File: config.mk
export PLATFORM = sky130hd
export DESIGN_NAME = ctrl_pipe
export DESIGN_NICKNAME = d
export VERILOG_FILES = /design/src/rtl/ctrl_pipe.sv
export SDC_FILE = /design/constraint.sdc
export NUM_CORES = 1
export LEC_CHECK = 0
export CAP_MARGIN = 20
export CORE_MARGIN = 4
export CORE_UTILIZATION = 53
export CTS_BUF_LIST = sky130_fd_sc_hd__clkbuf_8
export DETAILED_ROUTE_END_ITERATION = 12
export GPL_ROUTABILITY_DRIVEN = 0
export HOLD_SLACK_MARGIN = 0.1
export MAX_ROUTING_LAYER = met4
export PLACE_DENSITY = 0.95
export SETUP_SLACK_MARGIN = 0.15
export SLEW_MARGIN = 20
export SYNTH_ARGS = -nofsm -noshare
export SYNTH_HDL_FRONTEND = slang
export SYNTH_SLANG_ARGS = --single-unit
File: constraint.sdc
create_clock -name clk -period 5.5 [get_ports clk]
set_input_delay 1.375 -clock clk [delete_from_list [all_inputs] [get_ports clk]]
set_output_delay 1.375 -clock clk [all_outputs]
set_load 0.05 [all_outputs]
File: src/rtl/ctrl_pipe.sv
// ctrl_pipe: carries the decoded control bundle through ID/EX, EX/MEM and
// MEM/WB, inserts a single bubble on a load-use hazard, squashes the
// wrong-path instruction on a taken branch, selects ALU operand forwarding
// sources and counts stall/flush events with saturating counters.
module ctrl_pipe #(
   parameter int CNT_W = 16
) (
   input  logic             clk,
   input  logic             rst,
   input  logic             id_branch,
   input  logic             id_mem_read,
   input  logic             id_mem_to_reg,
   input  logic             id_mem_write,
   input  logic             id_alu_src,
   input  logic             id_reg_write,
   input  logic             id_lui,
   input  logic [1:0]       id_alu_op,
   input  logic             id_valid,
   input  logic [4:0]       id_rs1,
   input  logic [4:0]       id_rs2,
   input  logic [4:0]       id_rd,
   input  logic             ex_zero,
   output logic             ex_alu_src,
   output logic             ex_lui,
   output logic             ex_branch,
   output logic [1:0]       ex_alu_op,
   output logic             ex_valid,
   output logic             mem_mem_read,
   output logic             mem_mem_write,
   output logic             mem_reg_write,
   output logic             mem_mem_to_reg,
   output logic [4:0]       mem_rd,
   output logic             wb_reg_write,
   output logic             wb_mem_to_reg,
   output logic [4:0]       wb_rd,
   output logic [1:0]       forward_a,
   output logic [1:0]       forward_b,
   output logic             pc_write_en,
   output logic             if_id_write_en,
   output logic             if_id_flush,
   output logic             pc_src,
   output logic [CNT_W-1:0] stall_cnt,
   output logic [CNT_W-1:0] flush_cnt
);

   // ID/EX stage registers
   logic       r_ex_branch, r_ex_mem_read, r_ex_mem_to_reg, r_ex_mem_write;
   logic       r_ex_alu_src, r_ex_reg_write, r_ex_lui, r_ex_valid;
   logic [1:0] r_ex_alu_op;
   logic [4:0] r_ex_rs1, r_ex_rs2, r_ex_rd;

   // EX/MEM stage registers
   logic       r_mem_mem_read, r_mem_mem_write, r_mem_mem_to_reg, r_mem_reg_write, r_mem_valid;
   logic [4:0] r_mem_rd;

   // MEM/WB stage registers
   logic       r_wb_mem_to_reg, r_wb_reg_write, r_wb_valid;
   logic [4:0] r_wb_rd;

   logic [CNT_W-1:0] r_stall_cnt, r_flush_cnt;

   logic w_load_use, w_pc_src, w_stall, w_bubble;

   // Hazard detection and branch resolution
   always_comb begin
      w_load_use = r_ex_valid && r_ex_mem_read && r_ex_mem_to_reg && (r_ex_rd != 5'd0) &&
                   id_valid && ((r_ex_rd == id_rs1) || (r_ex_rd == id_rs2));
      w_pc_src   = r_ex_valid && r_ex_branch && ex_zero;
      // A taken branch discards the ID instruction anyway, so it overrides the stall.
      w_stall    = w_load_use && !w_pc_src;
      // An empty IF/ID slot also enters ID/EX as a clean bubble.
      w_bubble   = w_stall || w_pc_src || !id_valid;
   end

   // ID/EX register: takes the ID bundle or a bubble
   always_ff @(posedge clk or posedge rst) begin
      if (rst) begin
         r_ex_branch     <= 1'b0;
         r_ex_mem_read   <= 1'b0;
         r_ex_mem_to_reg <= 1'b0;
         r_ex_mem_write  <= 1'b0;
         r_ex_alu_src    <= 1'b0;
         r_ex_reg_write  <= 1'b0;
         r_ex_lui        <= 1'b0;
         r_ex_valid      <= 1'b0;
         r_ex_alu_op     <= 2'b00;
         r_ex_rs1        <= 5'd0;
         r_ex_rs2        <= 5'd0;
         r_ex_rd         <= 5'd0;
      end else if (w_bubble) begin
         // NOTE: non-blocking assignments here so every stage samples the
         // previous cycle's value of the stage ahead of it, regardless of
         // block ordering.
         r_ex_branch     <= 1'b0;
         r_ex_mem_read   <= 1'b0;
         r_ex_mem_to_reg <= 1'b0;
         r_ex_mem_write  <= 1'b0;
         r_ex_alu_src    <= 1'b0;
         r_ex_reg_write  <= 1'b0;
         r_ex_lui        <= 1'b0;
         r_ex_valid      <= 1'b0;
         r_ex_alu_op     <= 2'b00;
         r_ex_rs1        <= 5'd0;
         r_ex_rs2        <= 5'd0;
         r_ex_rd         <= 5'd0;
      end else begin
         r_ex_branch     <= id_branch;
         r_ex_mem_read   <= id_mem_read;
         r_ex_mem_to_reg <= id_mem_to_reg;
         r_ex_mem_write  <= id_mem_write;
         r_ex_alu_src    <= id_alu_src;
         r_ex_reg_write  <= id_reg_write;
         r_ex_lui        <= id_lui;
         r_ex_valid      <= 1'b1;
         r_ex_alu_op     <= id_alu_op;
         r_ex_rs1        <= id_rs1;
         r_ex_rs2        <= id_rs2;
         r_ex_rd         <= id_rd;
      end
   end

   // EX/MEM and MEM/WB registers: always advance, never stalled
   always_ff @(posedge clk or posedge rst) begin
      if (rst) begin
         r_mem_mem_read   <= 1'b0;
         r_mem_mem_write  <= 1'b0;
         r_mem_mem_to_reg <= 1'b0;
         r_mem_reg_write  <= 1'b0;
         r_mem_valid      <= 1'b0;
         r_mem_rd         <= 5'd0;
         r_wb_mem_to_reg  <= 1'b0;
         r_wb_reg_write   <= 1'b0;
         r_wb_valid       <= 1'b0;
         r_wb_rd          <= 5'd0;
      end else begin
         r_mem_mem_read   <= r_ex_mem_read;
         r_mem_mem_write  <= r_ex_mem_write;
         r_mem_mem_to_reg <= r_ex_mem_to_reg;
         r_mem_reg_write  <= r_ex_reg_write;
         r_mem_valid      <= r_ex_valid;
         r_mem_rd         <= r_ex_rd;
         r_wb_mem_to_reg  <= r_mem_mem_to_reg;
         r_wb_reg_write   <= r_mem_reg_write;
         r_wb_valid       <= r_mem_valid;
         r_wb_rd          <= r_mem_rd;
      end
   end

   // Saturating performance counters
   always_ff @(posedge clk or posedge rst) begin
      if (rst) begin
         r_stall_cnt <= '0;
         r_flush_cnt <= '0;
      end else begin
         if (w_stall && (r_stall_cnt != '1)) r_stall_cnt <= r_stall_cnt + CNT_W'(1);
         if (w_pc_src && (r_flush_cnt != '1)) r_flush_cnt <= r_flush_cnt + CNT_W'(1);
      end
   end

   // Forwarding selects: EX/MEM result beats MEM/WB result
   always_comb begin
      // NOTE: defaults first so every path assigns the outputs and no latch is inferred.
      forward_a = 2'b00;
      forward_b = 2'b00;
      if (wb_reg_write && (r_wb_rd != 5'd0) && (r_wb_rd == r_ex_rs1))    forward_a = 2'b01;
      if (mem_reg_write && (r_mem_rd != 5'd0) && (r_mem_rd == r_ex_rs1)) forward_a = 2'b10;
      if (wb_reg_write && (r_wb_rd != 5'd0) && (r_wb_rd == r_ex_rs2))    forward_b = 2'b01;
      if (mem_reg_write && (r_mem_rd != 5'd0) && (r_mem_rd == r_ex_rs2)) forward_b = 2'b10;
   end

   assign ex_alu_src     = r_ex_alu_src;
   assign ex_lui         = r_ex_lui;
   assign ex_branch      = r_ex_branch;
   assign ex_alu_op      = r_ex_alu_op;
   assign ex_valid       = r_ex_valid;
   assign mem_mem_read   = r_mem_mem_read   & r_mem_valid;
   assign mem_mem_write  = r_mem_mem_write  & r_mem_valid;
   assign mem_reg_write  = r_mem_reg_write  & r_mem_valid;
   assign mem_mem_to_reg = r_mem_mem_to_reg & r_mem_valid;
   assign mem_rd         = r_mem_rd;
   assign wb_reg_write   = r_wb_reg_write   & r_wb_valid;
   assign wb_mem_to_reg  = r_wb_mem_to_reg  & r_wb_valid;
   assign wb_rd          = r_wb_rd;
   assign pc_write_en    = !w_stall;
   assign if_id_write_en = !w_stall;
   assign if_id_flush    = w_pc_src;
   assign pc_src         = w_pc_src;
   assign stall_cnt      = r_stall_cnt;
   assign flush_cnt      = r_flush_cnt;

endmodule

Word level (Yosys, flattened, before mapping)
Cells that the tools add are included.
{"block": "classes", "addsub": 2, "n_eq_ne": 8, "mux": 16, "bitwise_logic": 6, "reduce_logical": 25}
{"operator": "$add 16x1->16 const B", "count": 2}
{"operator": "$ne 16x16->1 const B", "count": 2}
{"operator": "$eq 5x5->1", "count": 6}
{"operator": "$logic_and 1x1->1", "count": 16}
{"operator": "$mux 5", "count": 3}
{"operator": "$reduce_bool 5->1", "count": 3}
{"operator": "$mux 1", "count": 10}
{"operator": "$and 1x1->1", "count": 6}
{"operator": "$mux 2", "count": 3}
{"operator": "$logic_not 1->1", "count": 3}
{"operator": "$logic_or 1x1->1", "count": 3}
{"block": "word_totals", "register_bits": 75, "in_bits": 28, "output_inout_bits": 62, "wordCells": 81}

Depth between registers and ports, before layout
{"block": "depth", "ltp_word": 9, "depth_mapped": 6, "mapped_depth_nobuf": 6}

Least setup slack after synthesis
No wires, ideal clock.
{"block": "synth_timing", "kind": "flip-flop to output port", "start": "register r_mem_valid", "end": "output forward_b[0]", "t_arrival_ns": 3.399, "required_time_ns": 4.125, "path_slack_ns": 0.726, "path_stages_with_launch": 5, "n_path_buf": 0, "cell_sequence": "dfrtp_1 and2_1 o21ai_0 nor4_1 nor4_1"}
{"block": "synth_between", "elab_chain_len": 4}
{"item": "start: declaration", "line_no": "53", "text": "logic r_mem_mem_read, r_mem_mem_write, r_mem_mem_to_reg, r_mem_reg_write, r_mem_valid;"}
{"item": "start signal: assignment", "line_no": "140", "text": "r_mem_valid <= r_ex_valid;"}
{"item": "$and 1x1->1", "line_no": "178", "text": "assign mem_reg_write = r_mem_reg_write & r_mem_valid;"}
{"item": "named net mem_reg_write", "line_no": "30", "text": "output logic mem_reg_write,"}
{"item": "$logic_and 1x1->1 (2 in a row)", "line_no": "168", "text": "if (mem_reg_write && (r_mem_rd != 5'd0) && (r_mem_rd == r_ex_rs2)) forward_b = 2'b10;"}
{"item": "$mux 2", "line_no": "168"}
{"item": "end: declaration", "line_no": "37", "text": "output logic [1:0] forward_b,"}
The timed path passes the listed nets, and every way through them passes these cells.

Final worst setup path
{"block": "layout_timing", "start": "input id_rs1[2]", "end": "output if_id_write_en"}
{"block": "layout_between", "elab_chain_len": 5}
{"item": "start: declaration", "line_no": "19", "text": "input logic [4:0] id_rs1,"}
{"item": "$eq 5x5->1", "line_no": "67", "text": "id_valid && ((r_ex_rd == id_rs1) || (r_ex_rd == id_rs2));"}
{"item": "$logic_or 1x1->1", "line_no": "67"}
{"item": "$logic_and 1x1->1", "line_no": "67"}
{"item": "$logic_and 1x1->1", "line_no": "70", "text": "w_stall = w_load_use && !w_pc_src;"}
{"item": "$logic_not 1->1", "line_no": "185", "text": "assign if_id_write_en = !w_stall;"}
{"item": "end: declaration", "line_no": "39", "text": "output logic if_id_write_en,"}
Every way passes these cells.

==> key figures <==
Status
  – Status: completed

Global routing
  – Total track usage: 0.2225
  – Largest net degree at the start of global routing: 43
  – GRT overflow: 0
  – Antenna violations before repair: 0
  – First-pass GRT wire length: 12330 um
  – Vias in the first global route: 2580

Die
  – Die Y: 86.23 um
  – Initial Util: 0.5478
  – Die Width: 86.23 um
  – CORE AREA: 0.005921 mm^2
  – Die area: 0.007435 mm^2
  – Rows: 28
  – I/O pin cnt: 90

Timing
  – Final Hold Vio Count: 0
  – Fmax: 206.5 MHz
  – Final min period: 4.843 ns
  – Actual slew at the worst max-slew pin: 0.6990 ns
  – Skew final: 0.01251 ns
  – Fin Setup TNS: 0 ns
  – Max-slew headroom: 0.5333
  – Final setup viols: 0
  – Final Max Tran Viols: 0
  – RSZ-0062 raised after global routing: false
  – Final period util: 0.8805

Route
  – Detailed Routing Iterations Pass 1: 5
  – DRC: 0
  – Final WL: 7442 um
  – Via count: 2446
  – Initial DRC count: 131
  – Drt wl/cell: 16.36 um
  – Antenna-violating nets left: 0
  – Vias/cell: 5.376

Finish
  – Area grow syn2layout: 35.96%
  – Design area: 0.004409 mm^2
  – Area occupied by multi-input gates: 0.001325 mm^2
  – Post-layout nets: 405
  – Layout filler cell count: 399
  – FF+latch area: 0.001877 mm^2
  – Layout cells sized above 1: 0.07895
  – Antenna cell count: 0

Clocking
  – Resize count post-CTS: 0
  – Worst-path clk slew: 0.09 ns
  – CTS max path bufs: 2
  – CTS HTree Levels: 3
  – Root Buffer: clkbuf_8
  – CTS tree: built
  – Later-pin clock latency in the skew report: 0.36 ns
  – Clock Sinks: 75
  – Post-CTS Setup Bufs: 0
  – CTS buffer count: 9
  – Post-cts hold buffer count: 0

Yosys
  – Total number of yosys warnings: 0
  – Register area share after synthesis: 0.5787
  – Post-synthesis xor/xnor area fraction: 0.1563
  – Post-synthesis cell type count: 31
  – Largest family of logic cells by synthesized area: simple AND/OR/NAND/NOR gates
  – Cells after synthesis: 276
  – Mux cell area share after synthesis: 0.01389
  – Post-Syn Nets: 306
  – Synth Flop Type: dfrtp_1
  – Syn avg cell area: 11.75 um^2
  – Async set-or-reset flop fraction in the synthesized netlist: 1.000
  – #FFs+latches synth: 75
  – Synth Area in Simple Gates: 0.2022
  – Post-synth EDFFs: 0
  – Post-Syn Area: 0.003243 mm^2
  – Post-Synth Adder-Cell Area: 0.007716
  – Compound-Gate Fraction of Synth Area: 0.02855

Worst hold path
  – Hold Path Origin: r_ex_reg_write$_DFF_PP0_
  – Worst Hold Class: flip-flop to flip-flop

Setup path
  – Worst path max stage delay: 0.74 ns
  – CP required: 4.12 ns
  – Critical Path Source: id_rs1[2]
  – CP Max Fanout: 7
  – CP startpoint kind: input pin
  – Critical R2R Launch: r_ex_rd[0]$_DFF_PP0_
  – Cell repeated most along the worst path: clkdlybuf4s50_1
  – CP max stage cell: clkdlybuf4s50_1
  – Crit. End Element: primary output
  – Worst EP arrival: 3.47 ns
  – WS Path Type: input pin to primary output
  – Critical path cell sequence: clkdlybuf4s50_1, xnor2_1, nand4_1, o22ai_1, buf_4, nand2_1, clkdlybuf4s50_1

Power and ir drop
  – Clock Power Share: 0.312
  – Internal power: 846.7 uW
  – Switch share: 0.3198
  – Sequential share of power: 0.498
  – Worst IR Drop VDD: 0.2606 mV
  – Leak: 0.001901 uW
  – Sw power: 398.1 uW
  – Pwr Density: 282.3 mW/mm^2
  – Logic pwr share: 0.190

Place
  – DP HPWL: 5598 um
  – IO Port Bufs: 89
  – Placed Area: 0.004228 mm^2

Run
  – Maxcap violations: 0
[worst max-delay path, delay by kind of cell]
family	cells	cell delay (ns)
xor+xnor	1	0.24
compound gates	1	0.22
buf+inv	3	1.38
simple gates	2	0.26
[final timing paths]
kind,to,cells past startpoint,slack (ns)
min in group asynchronous,r_ex_mem_write$_DFF_PP0_,2,1.44
max in group asynchronous,stall_cnt[15]$_DFFE_PP0P_,3,3.08
hold reg to reg,r_mem_reg_write$_DFF_PP0_,0,0.36
setup reg to reg,stall_cnt[5]$_DFFE_PP0P_,5,3.51
setup / recovery,if_id_write_en,7,0.66
hold / removal,r_mem_reg_write$_DFF_PP0_,0,0.36
[kinds of logic (layout without fill, tap and decap cells)]
kind of cell / after synthesis / count (layout)
xor+xnor: 57 / 57
simple gates: 116 / 116
fa+ha+maj: 2 / 2
flops: 75 / 75
compound gates: 13 / 13
buf+inv: 9 / 113
mux: 4 / 4
[metal layers]
| layer | up-vias | track usage | routed length (um) |
|---|---|---|---|
| met3 | 15 | 0.05418 | 425 |
| met2 | 91 | 0.3749 | 3943 |
| met1 | 1193 | 0.2573 | 2919 |
| met5 | - | - | 0 |
| met4 | 0 | 0.08782 | 153 |
| li1 | 1147 | - | - |
[metrics by stage]
step                total power [uW]    util  setup slack [ns]  cells  hold WS (ns)
finish                          1245  0.7447            0.6570    455        0.3560
global route                    1298  0.7447            0.5448    455        0.3652
CTS                             1252  0.7447            0.6717    455        0.3571
detailed placement             867.6  0.7141            0.7147    439        0.3363
global placement               858.9  0.7141            0.7587    439        0.3329
floorplan                      774.2       -            0.7263    276        0.3312
[placed cells by master (no fill, tap or decap), types with 5 or more instances in the layout]
cell type	instances
clkdlybuf4s50_1	89
dfrtp_1	75
xnor2_1	39
and2_1	31
nand2_1	20
xor2_1	17
nand3_1	15
nand4_1	14
clkbuf_8	9
nor3_1	8
nor2_1	7
nor4_1	5
[synth_stat cells (all sizes together) (3+ instances only)]
master	count	area [um^2]
and4	3	26.28
o21ai	3	18.77
nand2	20	75.07
xnor2	40	357.8
nand4	14	87.58
and3	4	25.02
xor2	17	148.9
and2	31	193.9
dfrtp	75	1877
nor2	7	26.28
mux2	4	45.04
nand3	16	85.08
a21oi	4	20.02
nor3	8	40.04
or4	3	26.27
or3	3	18.77
nor4	6	43.79
inv	5	18.77
[power by group through the flow]
stage	sequential (uW)	combinational (uW)	clock, uW
3_3_place_gp	627	232	0
6_report	620	236	389
2_1_floorplan	696	77.9	0
3_5_place_dp	631	237	0
4_1_cts	620	238	394
5_1_grt	625	252	421
[final cells by class]
cell class	count	area share
inverters	5	0.004257
repair buffers	92	0.2072
clock buffers	9	0.02809
clock inverters	7	0.01305
well taps	75	0.02128
multi-input cells	192	0.3005
flip-flops and latches	75	0.4257
(Power assumes the default switching activity.)
